<file path="src/rtl/mem_wb_skid_reg.sv">
// mem_wb_skid_reg: MEM->WB pipeline register with 2-entry skid buffer, flush and saturating stall counter
module mem_wb_skid_reg #(
  parameter int DATA_W = 32,
  parameter int DEST_W = 5,
  parameter int CNT_W  = 16
) (
  input  logic              clk,
  input  logic              rst,
  input  logic              flush,
  input  logic              in_valid,
  output logic              in_ready,
  input  logic              in_wb_en,
  input  logic              in_mem_r_en,
  input  logic [DATA_W-1:0] in_alu_result,
  input  logic [DATA_W-1:0] in_mem_rd_val,
  input  logic [DEST_W-1:0] in_dest,
  output logic              out_valid,
  input  logic              out_ready,
  output logic              out_wb_en,
  output logic              out_mem_r_en,
  output logic [DATA_W-1:0] out_alu_result,
  output logic [DATA_W-1:0] out_mem_rd_val,
  output logic [DEST_W-1:0] out_dest,
  output logic [CNT_W-1:0]  stall_cnt
);
  localparam int E_W = 2 + 2 * DATA_W + DEST_W;
  typedef enum logic [1:0] {EMPTY, ONE, TWO} state_t;
  state_t state, nxt;
  logic [E_W-1:0] in_e, main_e, skid_e;
  logic rdy_q, accept, consume, load_main, load_skid;
  logic main_wb_en, main_mem_r_en;
  assign in_e = {in_wb_en, in_mem_r_en, in_alu_result, in_mem_rd_val, in_dest};
  assign {main_wb_en, main_mem_r_en, out_alu_result, out_mem_rd_val, out_dest} = main_e;
  assign in_ready = rdy_q & ~rst;
  assign out_valid = state != EMPTY;
  assign out_wb_en = main_wb_en & out_valid;
  assign out_mem_r_en = main_mem_r_en & out_valid;
  assign accept = in_valid & in_ready;
  assign consume = out_valid & out_ready;
  // next state and entry movement; flush drops everything, including an entry offered this cycle
  always_comb begin
    nxt = flush ? EMPTY :
          state == EMPTY ? (accept ? ONE : EMPTY) :
          state == ONE ? (accept & ~consume ? TWO : ~accept & consume ? EMPTY : ONE) :
          (consume ? ONE : TWO);
    load_main = ~flush & ((state == EMPTY & accept) | (state == ONE & accept & consume) | (state == TWO & consume));
    load_skid = ~flush & state == ONE & accept & ~consume;
  end
  // state, registered in_ready and entry storage; data fields hold unless loaded
  always_ff @(posedge clk or posedge rst) begin
    if (rst) begin
      state  <= EMPTY;
      rdy_q  <= 1'b0;
      main_e <= '0;
      skid_e <= '0;
    end else begin
      state <= nxt;
      rdy_q <= nxt != TWO;
      if (load_main) main_e <= state == TWO ? skid_e : in_e;
      if (load_skid) skid_e <= in_e;
    end
  end
  // count cycles where the WB stage holds off a valid entry, saturating at all-ones
  always_ff @(posedge clk or posedge rst) begin
    if (rst) stall_cnt <= '0;
    else if (out_valid & ~out_ready & ~&stall_cnt) stall_cnt <= stall_cnt + CNT_W'(1);
  end
endmodule

</file>
<file path="config.mk">
export PLATFORM = sky130hd
export DESIGN_NAME = mem_wb_skid_reg
export DESIGN_NICKNAME = d
export VERILOG_FILES = /design/src/rtl/mem_wb_skid_reg.sv
export SDC_FILE = /design/constraint.sdc
export NUM_CORES = 1
export LEC_CHECK = 0
export ABC_AREA = 1
export BUFFER_PORTS_ARGS = -buffer_cell sky130_fd_sc_hd__buf_2
export CAP_MARGIN = 15
export CORE_UTILIZATION = 25
export CTS_CLUSTER_DIAMETER = 150
export DETAILED_ROUTE_END_ITERATION = 12
export GPL_ROUTABILITY_DRIVEN = 0
export PLACE_DENSITY = 0.54
export SKIP_LAST_GASP = 1
export SLEW_MARGIN = 0
export SYNTH_ARGS = -nofsm -noshare
export SYNTH_HDL_FRONTEND = slang
export SYNTH_SLANG_ARGS = --single-unit
export TNS_END_PERCENT = 30
</file>
<file path="constraint.sdc">
create_clock -name clk -period 7.3 [get_ports clk]
set_input_delay 2.19 -clock clk [delete_from_list [all_inputs] [get_ports clk]]
set_output_delay 2.19 -clock clk [all_outputs]
set_load 0.005 [all_outputs]
</file>
Word-level counts from Yosys, hierarchy flattened
Index checks and enable logic that the tools add are counted.
{"block": "totals", "reg_bits": 161, "latch_bits": 0, "mem_bits_rw": 0, "mem_bits_ro": 0, "in_bits": 76, "out_inout_bits": 89, "wordCells": 45, "memories": 0}
{"block": "classes", "n_addsub": 1, "mul": 0, "div_mod_pow": 0, "order_cmp": 0, "n_eq_ne": 3, "shift": 0, "n_mux": 8, "n_bitwise": 24, "reduce_logical": 4}
{"op": "$mux W71", "n": 1}
{"op": "$and A1 B1 Y1", "n": 17}
{"op": "$add A16 B1 Y16 const B", "n": 1}
{"op": "$reduce_and A16 Y1", "n": 1}
{"op": "$mux W2", "n": 5}
{"op": "$not A1 Y1", "n": 5}
{"op": "$eq A2 B1 Y1 const B", "n": 1}
{"op": "$eq A2 B2 Y1 const B", "n": 1}
{"op": "$logic_not A2 Y1", "n": 1}
{"op": "$mux W1", "n": 2}
{"op": "$ne A2 B2 Y1 const B", "n": 1}
{"op": "$or A1 B1 Y1", "n": 2}
{"op": "$reduce_bool A2 Y1", "n": 1}
{"op": "$logic_not A1 Y1", "n": 1}

Logic depth before layout (Yosys ltp)
{"block": "depth", "depth_word": 11, "depth_mapped": 9, "depth_no_buf": 9}

Worst setup path after synthesis
No wires, ideal clock.
{"block": "synth_timing", "path_kind": "input-to-reg", "from": "in rst", "to": "reg main_e[0]", "setup_ns": 0.121, "arrival_time_ns": 6.829, "required_ns": 7.179, "setup_slack_ns": 0.351, "cell_stages": 8, "n_path_buf": 2, "path_cell_list": "inv_1 > nand3_1 > inv_1 > nand2_1 > a21oi_4 > buf_4 > buf_4 > o21ai_1"}
{"block": "synth_via", "elab_chain_cells": 8, "word_cells_on_any_way": 9, "classes_between": "bitwise (9)"}
{"item": "from (decl)", "line_no": "8", "text": "input logic rst,"}
{"item": "$not A1 Y1 *", "line_no": "34", "text": "assign in_ready = rdy_q & ~rst;"}
{"item": "$and A1 B1 Y1 *", "line_no": "34"}
{"item": "$and A1 B1 Y1 *", "line_no": "38", "text": "assign accept = in_valid & in_ready;"}
{"item": "$and A1 B1 Y1 (2 in series)", "line_no": "46", "text": "load_main = ~flush & ((state == EMPTY & accept) | (state == ONE & accept & consume) | (state == TWO & consume) ..."}
{"item": "$or A1 B1 Y1 * (2 in series)", "line_no": "46"}
{"item": "$and A1 B1 Y1 *", "line_no": "46"}
{"item": "to (signal assigned)", "line_no": "59", "text": "if (load_main) main_e <= state == TWO ? skid_e : in_e;"}
{"item": "to (decl)", "line_no": "29", "text": "logic [E_W-1:0] in_e, main_e, skid_e;"}
Mark *: on every way between the ends. The rest lies on a longest branch, timed or not.
A chain may end at the register's enable or synchronous reset.

Final worst setup path
{"block": "layout_timing", "from": "in rst", "to": "out in_ready"}
{"block": "layout_via", "elab_chain_cells": 2}
{"item": "$not A1 Y1", "line_no": "34"}
{"item": "$and A1 B1 Y1", "line_no": "34"}
{"item": "to (decl)", "line_no": "11", "text": "output logic in_ready,"}
Every way passes these cells.

==> run summary <==
TIMING
------------------------------------------------------------------------------
Minimum period implied by the final worst setup slack                 4.707 ns
Max-slew violations                                                          0
Final count of hold timing violations                                        0
Final WS setup                                                        2.593 ns
Peak Freq                                                            212.4 MHz
Setup repair after global routing missed its margin                         no
Final worst-path cycle share                                            0.6448
Number of endpoints failing setup at the final stage                         0
Remaining max-slew budget at the tightest pin                           0.4452
Final setup TNS                                                           0 ns
Final setup skew                                                   0.009741 ns
Actual transition at the worst max-transition pin                    0.8321 ns

CRITICAL PATH
------------------------------------------------------------------------------
Arrival time of data at the critical path endpoint                     2.52 ns
Critical Setup Path Class                                         input pin to output port
Combined buffer and inverter count along the critical path                   2
Element type at the critical path end                              output port
Cell chain of the critical path                                   buf_2 > nor2_1 > buf_2
Largest stage delay on the critical path                               0.13 ns
Cell repeated most along the worst path                                  buf_2
Required time of the worst setup path                                  5.11 ns
Worst setup SP type                                                  input pin
Max stage delay cell, worst path                                         buf_2
Gate family responsible for the most delay along the worst path   buffers and inverters
Worst-path fanout max                                                        2

GRT
------------------------------------------------------------------------------
Pin count of the biggest net entering global routing                       131
Antenna violations before repair                                             0
All-layer global routing usage                                          0.1163
GRT overflow                                                                 0
Global-route wire length before repair                               29,990 um
Number of global-route vias before repair                                5,900

FINAL LAYOUT
------------------------------------------------------------------------------
Synth-to-Final Area Change                                              14.55%
Share of layout cells above drive strength 1                            0.1922
Antenna diode count                                                          0
Final-layout fill cell count                                             3,314
Number of cells in the finished layout apart from fillers                1,478
Net count, final                                                         1,147

PLACED DESIGN
------------------------------------------------------------------------------
Placed Cells                                                             1,446
I/O Buffers                                                                164
HPWL reported at the end of detailed placement                       11,270 um
Pre-CTS setup slack                                                   2.594 ns

DIE
------------------------------------------------------------------------------
Placeable core region                                             0.03083 mm^2
Number of placement rows                                                    64
Count of pins on the block boundary                                        165
Die extent in x                                                       179.8 um
Overall die area                                                  0.03233 mm^2
Initial Util                                                            0.2564
Vertical extent of the die                                            179.8 um

CLOCK TREE
------------------------------------------------------------------------------
CTS tree                                                                   yes
Sink Count                                                                 161
Number of hold buffers added after CTS                                       0
Later-pin clock latency in the skew report                             0.43 ns
PostCTS Resize Cnt                                                           0
# H-tree levels                                                              4
Clock-pin transition on the worst setup and hold timing paths          0.06 ns
Post-CTS setup repair buffer count                                           0
TritonCTS Buffers                                                           17
Cell at the root of the clock tree                                   clkbuf_16
Worst-case clock buffer depth                                                2

POWER AND IR DROP
------------------------------------------------------------------------------
Power per standard cell area                                      282.6 mW/mm^2
Leak pwr                                                              4.797 nW
Largest voltage drop on the vdd net                                  0.1469 mV

ROUTING
------------------------------------------------------------------------------
Initial DRC count                                                          295
Routed wire length per instance                                       11.87 um
Number of vias after detailed routing                                    6,047
DRC violations left                                                          9
First-pass iteration count of the detailed router                            9
Vias per cell                                                            4.091
Wirelength, routed                                                   17,550 um
Number of nets still failing antenna checks after routing                    0

SYNTHESIS
------------------------------------------------------------------------------
Number of instances in the synthesized netlist                             997
Syn nets                                                                 1,075
Most used standard cell by instance count after synthesis              nand2_1
Top cells by instance count after synthesis                       nand2_1 (213), inv_1 (163), dfrtp_1 (161)
Library cell with the largest summed area after synthesis              dfrtp_1
Synth area leaders                                                dfrtp_1 (51%), nand2_1 (10%), inv_1 (7.7%)
Portion of the post-synthesis area used by sequential elements          0.5097
Top-area cell type share of the netlist area                            0.5097
Flops & latches, synth                                                     161
Distinct cell type count after synthesis                                    23
Synthesized area                                                  0.007904 mm^2
Number of enable flip-flop cells after synthesis                             0
Primary flip-flop cell chosen by synthesis mapping                     dfrtp_1
Synthesized area divided by synthesized cell count                  7.928 um^2
Synthesis warning total                                                      0
Async set-or-reset flop fraction in the synthesized netlist              1.000

OUTCOME
------------------------------------------------------------------------------
Outcome                                                           finished, violations left
Violations in the final reports                                            DRC

WORST HOLD PATH
------------------------------------------------------------------------------
Path category of the worst min-delay check                        flip-flop to flip-flop

JOB
------------------------------------------------------------------------------
Max-cap check violation count                                                0

==> kinds of logic (layout without fill, tap and decap cells) <==
family,Yosys count,count (layout),share of synthesized area
buffers and inverters,281,366,0.1775
AO/OA/AOI/OAI,224,224,0.1441
AND/OR/NAND/NOR,321,321,0.1567
adder cells (fa/ha/maj),2,2,0.003166
flip-flops,161,161,0.5097
XOR/XNOR,8,8,0.008865
==> tightest hold or removal path, cell delays in order (launching register included) <==
cell,delay (ns)
dfrtp_1,0.34
nand2_1,0.05
o21ai_0,0.06
==> registers in the layout, indices dropped and copies added, names as in the netlist <==
name       flops
rdy_q          1
state          2
main_e        71
stall_cnt     16
skid_e        71
==> per-stage QoR <==
step / util / power (W) / hold WS (ns) / cell area (um^2)
after floorplan: - / 0.001658 / 0.4537 / 7904
after global placement: 0.2759 / 0.001722 / 0.4665 / 8507
after detailed placement: 0.2759 / 0.001740 / 0.4736 / 8507
after CTS: 0.2937 / 0.002623 / 0.4913 / 9054
after global routing: 0.2937 / 0.002757 / 0.5074 / 9054
final: 0.2937 / 0.002559 / 0.4863 / 9054
==> report_power, final <==
group          internal (W)  leakage, nW  total [W]  switching (W)
clock network      0.000450        0.259   0.000850       0.000400
registers           0.00112         1.94    0.00123       0.000112
logic              0.000218         2.60   0.000475       0.000257
==> metal layers <==
metal  vias up  track usage  part of all wire
met1      2777       0.1463              0.48
li1       3137            -                 -
met2       116       0.1922              0.46
met5         -            0                 0
met3        17      0.02674             0.045
met4         0      0.04690             0.017
==> layout by cell type (no fill, tap or decap) <==
master | netlist | routed
nand2_1 | 213 | 213
buf_2 | 23 | 164
inv_1 | 163 | 162
dfrtp_1 | 161 | 161
nor2_1 | 93 | 93
o21ai_0 | 79 | 79
a21oi_1 | 72 | 72
o21ai_1 | 70 | 70
clkbuf_16 | 0 | 17
nand3_1 | 8 | 8
xnor2_1 | 7 | 7
inv_6 | 0 | 5
buf_4 | 71 | 5
nand4_1 | 4 | 4
clkinvlp_4 | 0 | 4
ha_1 | 2 | 2
clkinv_4 | 0 | 2
clkinv_2 | 0 | 2
nor2_2 | 1 | 1
inv_2 | 1 | 1
nand4_4 | 0 | 1
or2_4 | 0 | 1
a21oi_4 | 1 | 1
o211ai_1 | 1 | 1
o21ai_2 | 1 | 1
xor2_1 | 1 | 1
clkbuf_1 | 16 | 1
inv_8 | 0 | 1
clkbuf_8 | 0 | 1
buf_12 | 0 | 1
==> area by class of cell <==
type                       instances  area (um^2)  area share
sequential                       161         4029      0.4450
multi-input combinational        555         2484      0.2743
timing repair buffer             170        878.3     0.09701
inverter                         164        620.6     0.06855
tap                              396        495.5     0.05473
clock buffer                      19        442.9     0.04892
clock inverter                    13        103.9     0.01147
==> path summary, 6_finish.rpt <==
kind	slack [ns]	end	cells past startpoint	startpoint
max	2.59	in_ready	3	rst
min reg2reg	0.49	skid_e[27]	2	skid_e[27]
max in group asynchronous	4.27	main_e[26]	3	rst
max reg2reg	4.91	main_e[56]	6	state[1]
min in group asynchronous	1.80	stall_cnt[15]	2	rst
min	0.49	skid_e[27]	2	skid_e[27]
Power figures use the tool's default switching activity.
